`config.mk`:
```
export PLATFORM = sky130hd
export DESIGN_NAME = cpc_io_decode
export DESIGN_NICKNAME = d
export VERILOG_FILES = /design/src/rtl/cpc_io_decode_pkg.sv /design/src/rtl/cpc_io_decode.sv
export SDC_FILE = /design/constraint.sdc
export NUM_CORES = 1
export LEC_CHECK = 0
export CORE_MARGIN = 10
export CORE_UTILIZATION = 43
export CTS_CLUSTER_DIAMETER = 120
export CTS_CLUSTER_SIZE = 25
export DETAILED_ROUTE_END_ITERATION = 8
export PLACE_DENSITY = 0.93
export SYNTH_ARGS = -nofsm -noshare
export SYNTH_HDL_FRONTEND = slang
export SYNTH_SLANG_ARGS = --single-unit
```
`constraint.sdc`:
```
create_clock -name clk -period 2.4 [get_ports clk]
set_input_delay 0.48 -clock clk [delete_from_list [all_inputs] [get_ports clk]]
set_output_delay 0.48 -clock clk [all_outputs]
set_load 0.05 [all_outputs]
```
`src/rtl/cpc_io_decode_pkg.sv`:
```
// Shared definitions for the CPC gate-array I/O write decoder: FSM encoding,
// port-class codes carried in data[7:6], and the I/O-write qualification rule.
package cpc_io_decode_pkg;

  typedef enum logic [1:0] {
    ST_IDLE   = 2'b00,
    ST_SAMPLE = 2'b01,
    ST_HOLD   = 2'b10
  } io_state_e;

  localparam logic [1:0] PORT_CLASS_RAM = 2'b11;
  localparam logic [1:0] PORT_CLASS_ROM = 2'b10;

  localparam int RAMCFG_W = 7;
  localparam int ROMCFG_W = 2;

  // Interrupt acknowledge drives iorq_b low with m1_b low; it must never count
  // as a port write, hence the explicit m1_b term.
  function automatic logic io_write_qualify(
    input logic iorq_b,
    input logic wr_b,
    input logic m1_b,
    input logic adr15
  );
    return !iorq_b && !wr_b && m1_b && !adr15;
  endfunction

endpackage

```
`src/rtl/cpc_io_decode.sv`:
```
// Decodes Z80 OUT cycles to the gate array into RAM and ROM configuration
// registers, with a two-sample glitch filter and one capture per I/O cycle.
module cpc_io_decode
  import cpc_io_decode_pkg::*;
(
  input  logic                clk,
  input  logic                reset_b,
  input  logic                iorq_b,
  input  logic                wr_b,
  input  logic                m1_b,
  input  logic                adr15,
  input  logic                adr8,
  input  logic [7:0]          data,
  output logic [RAMCFG_W-1:0] ramcfg_q,
  output logic                ramcfg_stb,
  output logic                ramcfg_chg,
  output logic [ROMCFG_W-1:0] romcfg_q,
  output logic                romcfg_stb,
  output logic                busy
);

  io_state_e           state_q, state_d;
  logic [RAMCFG_W-1:0] ramcfg_d;
  logic [ROMCFG_W-1:0] romcfg_d;
  logic                ramcfg_stb_q, ramcfg_stb_d;
  logic                ramcfg_chg_q, ramcfg_chg_d;
  logic                romcfg_stb_q, romcfg_stb_d;
  logic                busy_q, busy_d;
  logic                qualify;
  logic [RAMCFG_W-1:0] ramcfg_new;

  assign qualify    = io_write_qualify(iorq_b, wr_b, m1_b, adr15);
  assign ramcfg_new = {adr8, data[5:0]};

  always_comb begin
    state_d      = state_q;
    ramcfg_d     = ramcfg_q;
    romcfg_d     = romcfg_q;
    ramcfg_stb_d = 1'b0;
    ramcfg_chg_d = 1'b0;
    romcfg_stb_d = 1'b0;

    case (state_q)
      ST_IDLE: begin
        if (qualify) state_d = ST_SAMPLE;
      end
      ST_SAMPLE: begin
        if (qualify) begin
          // Second consecutive qualified sample: commit using this edge's bus.
          state_d = ST_HOLD;
          if (data[7:6] == PORT_CLASS_RAM) begin
            ramcfg_d     = ramcfg_new;
            ramcfg_stb_d = 1'b1;
            ramcfg_chg_d = (ramcfg_new != ramcfg_q);
          end else if (data[7:6] == PORT_CLASS_ROM) begin
            romcfg_d     = data[3:2];
            romcfg_stb_d = 1'b1;
          end
        end else begin
          state_d = ST_IDLE;
        end
      end
      ST_HOLD: begin
        if (iorq_b) state_d = ST_IDLE;
      end
      default: begin
        // Unused encoding: wait for the bus to go quiet like after reset.
        state_d = ST_HOLD;
      end
    endcase

    busy_d = (state_d != ST_IDLE);
  end

  always_ff @(posedge clk) begin
    if (!reset_b) begin
      state_q      <= ST_HOLD;
      ramcfg_q     <= '0;
      romcfg_q     <= '0;
      ramcfg_stb_q <= 1'b0;
      ramcfg_chg_q <= 1'b0;
      romcfg_stb_q <= 1'b0;
      busy_q       <= 1'b1;
    end else begin
      state_q      <= state_d;
      ramcfg_q     <= ramcfg_d;
      romcfg_q     <= romcfg_d;
      ramcfg_stb_q <= ramcfg_stb_d;
      ramcfg_chg_q <= ramcfg_chg_d;
      romcfg_stb_q <= romcfg_stb_d;
      busy_q       <= busy_d;
    end
  end

  assign ramcfg_stb = ramcfg_stb_q;
  assign ramcfg_chg = ramcfg_chg_q;
  assign romcfg_stb = romcfg_stb_q;
  assign busy       = busy_q;

endmodule

```
# Word level (Yosys, flattened, before mapping)
# Cells that the tools add are included.
# word_totals
in_bits	15
register_bits	15
# op_classes
n_bitwise	4
reduce_logical	13
mux	6
eq_ne	5
# ops
op	count
4-bit AND reduction	2
7-bit != test	1
2-bit == test, second input constant	3
2-bit two-way mux	3
2-bit case mux with 3 select lines	1
3-bit AND reduction	2
1-bit inverter	4
4-bit OR reduction	1
1-bit logical AND	3
1-bit logical NOT	3
2-bit by 1-bit == test with 1-bit output, second input constant	1
2-bit logical NOT	1
1-bit two-way mux	2
2-bit nonzero test	1

# Depth between registers and ports, before layout
# Gate-level depths: netlist of the first run.
# logic_depth
ltp_word	7
mapped_depth	4

# Least setup slack after synthesis of the first run
# OpenSTA, ideal clock, no wires.
# synth_timing
path_type	input port to flip-flop
from	input port iorq_b
to	register ramcfg_q[0]
arrival_time_ns	1.704
path_stages	4
path_slack_ns	0.624
path_cell_list	or4b_1 -> buf_2 -> nor3_4 -> mux2i_1
# synth_via
elab_chain_len	5
# synth_rtl
element	line_no	text
from (decl)	cpc_io_decode.sv:8	input logic iorq_b,
1-bit logical NOT	cpc_io_decode_pkg.sv:25	return !iorq_b && !wr_b && m1_b && !adr15;
1-bit logical AND (3 in a row)	cpc_io_decode_pkg.sv:25	
3-bit AND reduction (no line)	-	
to (signal assigned)	cpc_io_decode.sv:86	ramcfg_q <= ramcfg_d;
to (decl)	cpc_io_decode.sv:14	output logic [RAMCFG_W-1:0] ramcfg_q,
# No other way between the ends.
# A chain may end at the register's enable or synchronous reset.

# Worst setup path after layout of the first run
# layout_timing
from	input port iorq_b
to	register ramcfg_q[4]
# The elaborated chain is that of the path after synthesis.

==> reports/qor.log, run 1 <==
qor: timing.timing.final.ws_setup 395 ps
qor: timing.timing.fmax 499 MHz
qor: detailed_routing.dr_total_vias 633
qor: clock_tree.path_clk_slew 80 ps
qor: global_routing.groute.usage.overall 10.8%
qor: critical_path.critical_path_required 2610 ps
qor: timing.hold_violations 0
qor: floorplanning.core.rowCount 14
qor: cells_and_area.multi_input_area 352 sq um
qor: critical_path.worst-endpoint-arrival 2210 ps
qor: critical_path.worst-setup-path-type input pin to register
qor: timing.min_hold_slack 480 ps
qor: critical_path.largest_fanout_on_the_critical_path 7
qor: global_routing.grt_start_max_net_pins 15
qor: logic_synthesis.synth.yosys.seq_area_share 44.7%
qor: detailed_routing.drt_iter0_markers 19
qor: floorplanning.pin_count 28
qor: pwr.vdd.ir_drop.worst 0.376 mV
qor: clock_tree.setup_fix_buffers_added_after_clock_tree_synthesis 0
qor: critical_path.setup.worst_path.end_class register
qor: cells_and_area.finalInstanceArea 1000 sq um
qor: clock_tree.post_cts_hold_buffer_count 0
qor: timing.report.final.setup_viol 0
qor: run.maxCapViolCount 0
qor: outcome.outcome finished, final reports clean
qor: clock_tree.cts_made_buffers 3
qor: logic_synthesis.distinct_cells_synth 24
qor: floorplanning.core_region_area 1490 sq um
qor: detailed_routing.wl_per_cell 15.7 um
qor: logic_synthesis.netlist_instances 72
qor: critical_path.critical_path.cell_chain clkdlybuf4s50_1, or4b_1, nor3_4, buf_12, mux2i_1
qor: clock_tree.clock_tree.root_cell sky130_fd_sc_hd__clkbuf_4
qor: logic_synthesis.post_synth_instance_area 672 sq um
qor: detailed_routing.route.detailed.vias_per_inst 5.41
qor: global_routing.grt_first_pass_wirelength 2940 um
qor: detailed_routing.post-route-drc-count 0
qor: clock_tree.cts_max_path_buffers 2
qor: placed_design.detailedPlacementHpwl 1520 um
qor: cells_and_area.proportion_of_layout_cells_with_a_drive_suffix_above_1 6.93%
qor: critical_path.critical-path-slowest-cell sky130_fd_sc_hd__or4b_1
qor: clock_tree.htree_levels 1
qor: global_routing.number_of_global_route_vias_before_repair 630
qor: logic_synthesis.syn-num-nets 87
qor: cells_and_area.n_fill_cell 113
qor: clock_tree.clock_latency 280 ps
qor: timing.tightest_slew 785 ps
qor: floorplanning.die_area 3540 sq um
qor: logic_synthesis.yosys_warnings 0
qor: clock_tree.postCtsResizedCells 0
qor: pwr.leakage 0.347 nW
qor: cells_and_area.antenna_cells 0
qor: detailed_routing.drt_wl_total 1840 um
qor: pwr.cellPowerDensity 451 nW/um^2
qor: detailed_routing.drt_first_pass_iters 4
qor: cells_and_area.area_taken_by_flip_flops_and_latches 300 sq um
qor: detailed_routing.ant_nets 0
qor: global_routing.grt_antenna_before_repair 0
qor: placed_design.dp_worst_setup_slack 119 ps
qor: timing.fin_worst_skew 3.93 ps
qor: placed_design.numPortBuffers 27
qor: placed_design.dpl-instance-area 973 sq um
qor: clock_tree.cts_tree done
qor: global_routing.gr-total-overflow 0
qor: timing.period_share 83.6%
qor: placed_design.place_congestion 0.796
qor: floorplanning.floorplan.initialDensity 45.1%
qor: critical_path.startpoint_type input pin
qor: timing.timing.slew.headroom 46.9%
qor: floorplanning.dieHeight 59.5 um
qor: logic_synthesis.syn_area_per_cell 9.33 sq um
qor: timing.setup_total_negative_slack 0 ps
qor: timing.fin_crit 2010 ps
qor: floorplanning.die_x 59.5 um
qor: timing.finalMaxSlewViolations 0
qor: cells_and_area.layout.nets 117
qor: pwr.design_power_total 451 uW
qor: timing.grt_setup_unrepaired false
qor: cells_and_area.area_growth 48.8%
qor: critical_path.timing.critical_path.slowest_cell_delay 690 ps
qor: logic_synthesis.synth.ff_latch_count 15
qor: clock_tree.tritoncts_num_sinks 15
qor: worst_hold_path.timing.hold.worst.class register to register
-- synthesized netlist by cell type --
cell type,n,area (sq um)
sky130_fd_sc_hd__nor3_4,1,16.3
sky130_fd_sc_hd__o21ai_0,2,10.0
sky130_fd_sc_hd__o41a_1,1,11.3
sky130_fd_sc_hd__nor4bb_1,1,10.0
sky130_fd_sc_hd__xnor2_1,4,35.0
sky130_fd_sc_hd__nand4_1,1,6.26
sky130_fd_sc_hd__dfxtp_1,15,300
sky130_fd_sc_hd__mux2i_1,7,70.1
sky130_fd_sc_hd__nor2_1,1,3.75
sky130_fd_sc_hd__o41ai_1,2,17.5
sky130_fd_sc_hd__nand3_1,3,15.0
sky130_fd_sc_hd__nor2b_1,1,6.26
sky130_fd_sc_hd__nor4_2,1,12.5
sky130_fd_sc_hd__clkbuf_1,3,11.3
sky130_fd_sc_hd__buf_2,1,5.00
sky130_fd_sc_hd__a21oi_1,3,15.0
sky130_fd_sc_hd__or4b_1,1,10.0
sky130_fd_sc_hd__or3_1,1,6.26
sky130_fd_sc_hd__nor4b_1,1,8.76
sky130_fd_sc_hd__inv_1,1,3.75
sky130_fd_sc_hd__nand2_1,16,60.1
sky130_fd_sc_hd__nor3_1,1,5.00
sky130_fd_sc_hd__nor4_1,1,6.26
sky130_fd_sc_hd__xor2_1,3,26.3
-- layout by cell type, fill, tap and decap left out, drive strengths merged, types with 3 or more instances in the layout --
master / count
nand2: 16
dfxtp: 15
xnor2: 4
clkbuf: 4
xor2: 3
a21oi: 3
clkdlybuf4s50: 27
mux2i: 7
nand3: 3
-- per-stage QoR --
step,util (%),std cells
floorplan,-,72
global placement,65.4,113
detailed placement,65.4,113
CTS,67.1,117
global route,67.1,117
finish,67.1,117
-- cells by family after synthesis --
logic type      share of synthesized area, %
compound gates                          8.01
xor+xnor                                9.12
buf+inv                                 2.98
flops                                   44.7
mux                                     10.4
simple gates                            24.8
-- final cells by class --
class | count | share of cell area [%]
Multi-Input combinational cell | 52 | 35.2
Sequential cell | 15 | 30.0
Timing Repair Buffer | 29 | 29.8
Clock buffer | 4 | 2.63
Tap cell | 16 | 2.00
Inverter | 1 | 0.375
-- metal layers --
layer | GRT usage (%) | vias to the layer above | wire, um
met3 | 3.00 | 6 | 132
met1 | 10.5 | 289 | 677
met5 | 0 | - | 0
met4 | 7.05 | 0 | 66
met2 | 19.3 | 27 | 964
li1 | - | 311 | -
-- registers in the layout, summed over array words and instances (netlist names) --
register	count
ramcfg_q	7
ramcfg_chg	1
romcfg_stb	1
romcfg_q	2
ramcfg_stb	1
busy	1
state_q	2
-- power breakdown --
group	switching (mW)	leakage (nW)	internal, mW
Sequential	0.00408	0.121	0.251
Clock	0.0742	0.0150	0.0644
Combinational	0.0264	0.210	0.0309
-- worst paths after layout --
kind	startpoint	end	slack, ps	depth (start not counted)
min	romcfg_q[0]	romcfg_q[0]	480	2
min reg2reg	romcfg_q[0]	romcfg_q[0]	480	2
max reg2reg	state_q[1]	romcfg_q[1]	1170	3
max	iorq_b	ramcfg_q[4]	390	5
-- worst max-delay path: cells and delay by family --
family / cells / cell delay (ps)
buf+inv: 2 / 600
simple gates: 2 / 950
mux: 1 / 180
Note: power is estimated with default switching activity, not from simulation.
==> inputs of run 2 (changes only) <==
CORE_UTILIZATION = 40   (was 43)
PLACE_DENSITY = 0.88   (was 0.93)
clock period = 2 ns   (was 2.4 ns; I/O delays follow)
==> reports/qor.log, run 2 (synthesis results as in run 1) <==
qor: placed_design.numPortBuffers 27
qor: critical_path.critical_path.startpoint iorq_b
qor: floorplanning.dieHeight 61.0 um
qor: timing.setup_total_negative_slack 0 ps
qor: placed_design.dp_worst_setup_slack -207 ps
qor: timing.report.final.setup_viol 0
qor: clock_tree.clock_tree.root_cell sky130_fd_sc_hd__clkbuf_4
qor: floorplanning.floorplan.initialDensity 43.6%
qor: critical_path.setup.worst_path.end_class register
qor: global_routing.grt_antenna_before_repair 0
qor: floorplanning.pin_count 28
qor: clock_tree.cts_made_buffers 3
qor: worst_hold_path.whs_endpoint romcfg_q[0]
qor: detailed_routing.ant_nets 0
qor: pwr.leakage 0.355 nW
qor: clock_tree.htree_levels 1
qor: cells_and_area.n_fill_cell 116
qor: timing.period_share 97.2%
qor: cells_and_area.proportion_of_layout_cells_with_a_drive_suffix_above_1 8.74%
qor: detailed_routing.drt_first_pass_iters 4
qor: pwr.vdd.ir_drop.worst 0.364 mV
qor: critical_path.largest_fanout_on_the_critical_path 6
qor: detailed_routing.detailroute.wirelength.met3 111 um
qor: critical_path.startpoint_type input pin
qor: placed_design.detailedPlacementHpwl 1410 um
qor: run.maxCapViolCount 0
qor: detailed_routing.top_layer met4
qor: detailed_routing.dr_total_vias 623
qor: clock_tree.post_cts_hold_buffer_count 0
qor: critical_path.reg2reg_to romcfg_q[1]
qor: placed_design.dpl-instance-area 976 sq um
qor: detailed_routing.wl_met2 895 um
qor: detailed_routing.drt_iter0_markers 28
qor: global_routing.groute.usage.overall 10.2%
qor: critical_path.critical_path_required 2160 ps
qor: clock_tree.cts_max_path_buffers 2
qor: critical_path.worst-endpoint-arrival 2100 ps
qor: floorplanning.core.rowCount 14
qor: clock_tree.cts_tree done
qor: critical_path.rrSetupSlack 830 ps
qor: critical_path.worst-setup-path-type input pin to register
qor: clock_tree.clock_latency 280 ps
qor: cells_and_area.stdcell_count 119
qor: floorplanning.die_x 61.0 um
qor: cells_and_area.top_regs ramcfg_q: 7 flops, romcfg_q: 2 flops, state_q: 2 flops
qor: clock_tree.postCtsResizedCells 0
qor: clock_tree.path_clk_slew 90 ps
qor: timing.fin_worst_skew 1.13 ps
qor: cells_and_area.finalInstanceArea 1000 sq um
qor: cells_and_area.layout.cells.most_common_list 27 x sky130_fd_sc_hd__clkdlybuf4s50_1, 16 x sky130_fd_sc_hd__nand2_1, 15 x sky130_fd_sc_hd__dfxtp_1
qor: timing.timing.fmax 514 MHz
qor: detailed_routing.drt_wl_total 1740 um
qor: timing.timing.final.ws_setup 56.0 ps
qor: timing.finalMaxSlewViolations 0
qor: detailed_routing.route.layer.met1.wl 698 um
qor: timing.tightest_slew 516 ps
qor: pwr.design_power_total 546 uW
qor: critical_path.worstRegToRegCells 3
qor: detailed_routing.post-route-drc-count 0
qor: global_routing.grt_start_max_net_pins 15
qor: floorplanning.die_area 3720 sq um
qor: global_routing.number_of_global_route_vias_before_repair 606
qor: timing.hold_violations 0
qor: worst_hold_path.hp-start romcfg_q[0]
qor: timing.timing.slew.headroom 65.5%
qor: detailed_routing.route.detailed.vias_per_inst 5.24
qor: detailed_routing.wl_per_cell 14.6 um
qor: placed_design.place_congestion 0.703
qor: cells_and_area.area_growth 49.2%
qor: cells_and_area.largest_reg_flops 7
qor: outcome.outcome finished, final reports clean
qor: critical_path.worst_r2r_startpoint state_q[1]
qor: clock_tree.tritoncts_num_sinks 15
qor: global_routing.gr-total-overflow 0
qor: cells_and_area.layout_commonest_cell sky130_fd_sc_hd__clkdlybuf4s50_1
qor: cells_and_area.largest_reg_by_ff_count ramcfg_q
qor: worst_hold_path.timing.hold.worst.class register to register
qor: global_routing.grt_first_pass_wirelength 2860 um
qor: pwr.cellPowerDensity 544 nW/um^2
qor: clock_tree.setup_fix_buffers_added_after_clock_tree_synthesis 0
qor: cells_and_area.layout.nets 119
qor: placed_design.cell_count_after_placement 115
qor: floorplanning.core_region_area 1540 sq um
qor: worst_hold_path.worstHoldPathCells 2
qor: cells_and_area.antenna_cells 0
qor: timing.fin_crit 1940 ps
qor: timing.grt_setup_unrepaired false
==> run 2: cell count changes in the layout (fill, tap and decap cells not counted), sizes merged <==
cell | previous run | this run
buf | 2 | 4
==> run 2: cell type report <==
| cell class | instances | area [sq um] | share of cell area (%) |
|---|---|---|---|
| sequential | 15 | 300 | 30.0 |
| tap | 16 | 20.0 | 2.00 |
| clock buffer | 4 | 26.3 | 2.62 |
| timing repair buffer | 31 | 300 | 30.0 |
| inverter | 1 | 3.75 | 0.375 |
| multi-input combinational | 52 | 352 | 35.1 |
==> run 2: per-stage QoR <==
stage	utilization [%]	hold WS, ps
floorplan	-	477
global placement	63.3	460
detailed placement	63.3	464
CTS	65.0	475
global route	65.0	488
finish	65.0	468
==> run 2: metal layers <==
| metal | vias to the layer above | GRT usage, % |
|---|---|---|
| met3 | 2 | 2.51 |
| met1 | 284 | 11.9 |
| li1 | 317 | - |
| met5 | - | 0 |
| met4 | 0 | 6.58 |
| met2 | 20 | 16.0 |
==> run 2: worst max path at each step <==
stage,to,slack [ps],cells past startpoint
2_1_floorplan,ramcfg_q[0],300,4
3_3_place_gp,ramcfg_q[3],-120,5
3_5_place_dp,romcfg_q[1],-210,4
4_1_cts,romcfg_q[1],60,4
5_1_grt,ramcfg_q[4],6,5
6_report,romcfg_q[1],60,4
==> run 2: power by group <==
part	leakage, nW	switching (mW)	internal (mW)	total (mW)
sequential	0.121	0.00486	0.301	0.306
clock	0.0150	0.0937	0.0773	0.171
combinational	0.219	0.0306	0.0377	0.0683
total	0.355	0.129	0.417	0.546
==> run 2: critical path, stage by stage <==
cell and delay, ps:
sky130_fd_sc_hd__clkdlybuf4s50_1 430, sky130_fd_sc_hd__or4b_1 710, sky130_fd_sc_hd__o41ai_1 450, sky130_fd_sc_hd__a21oi_1 110
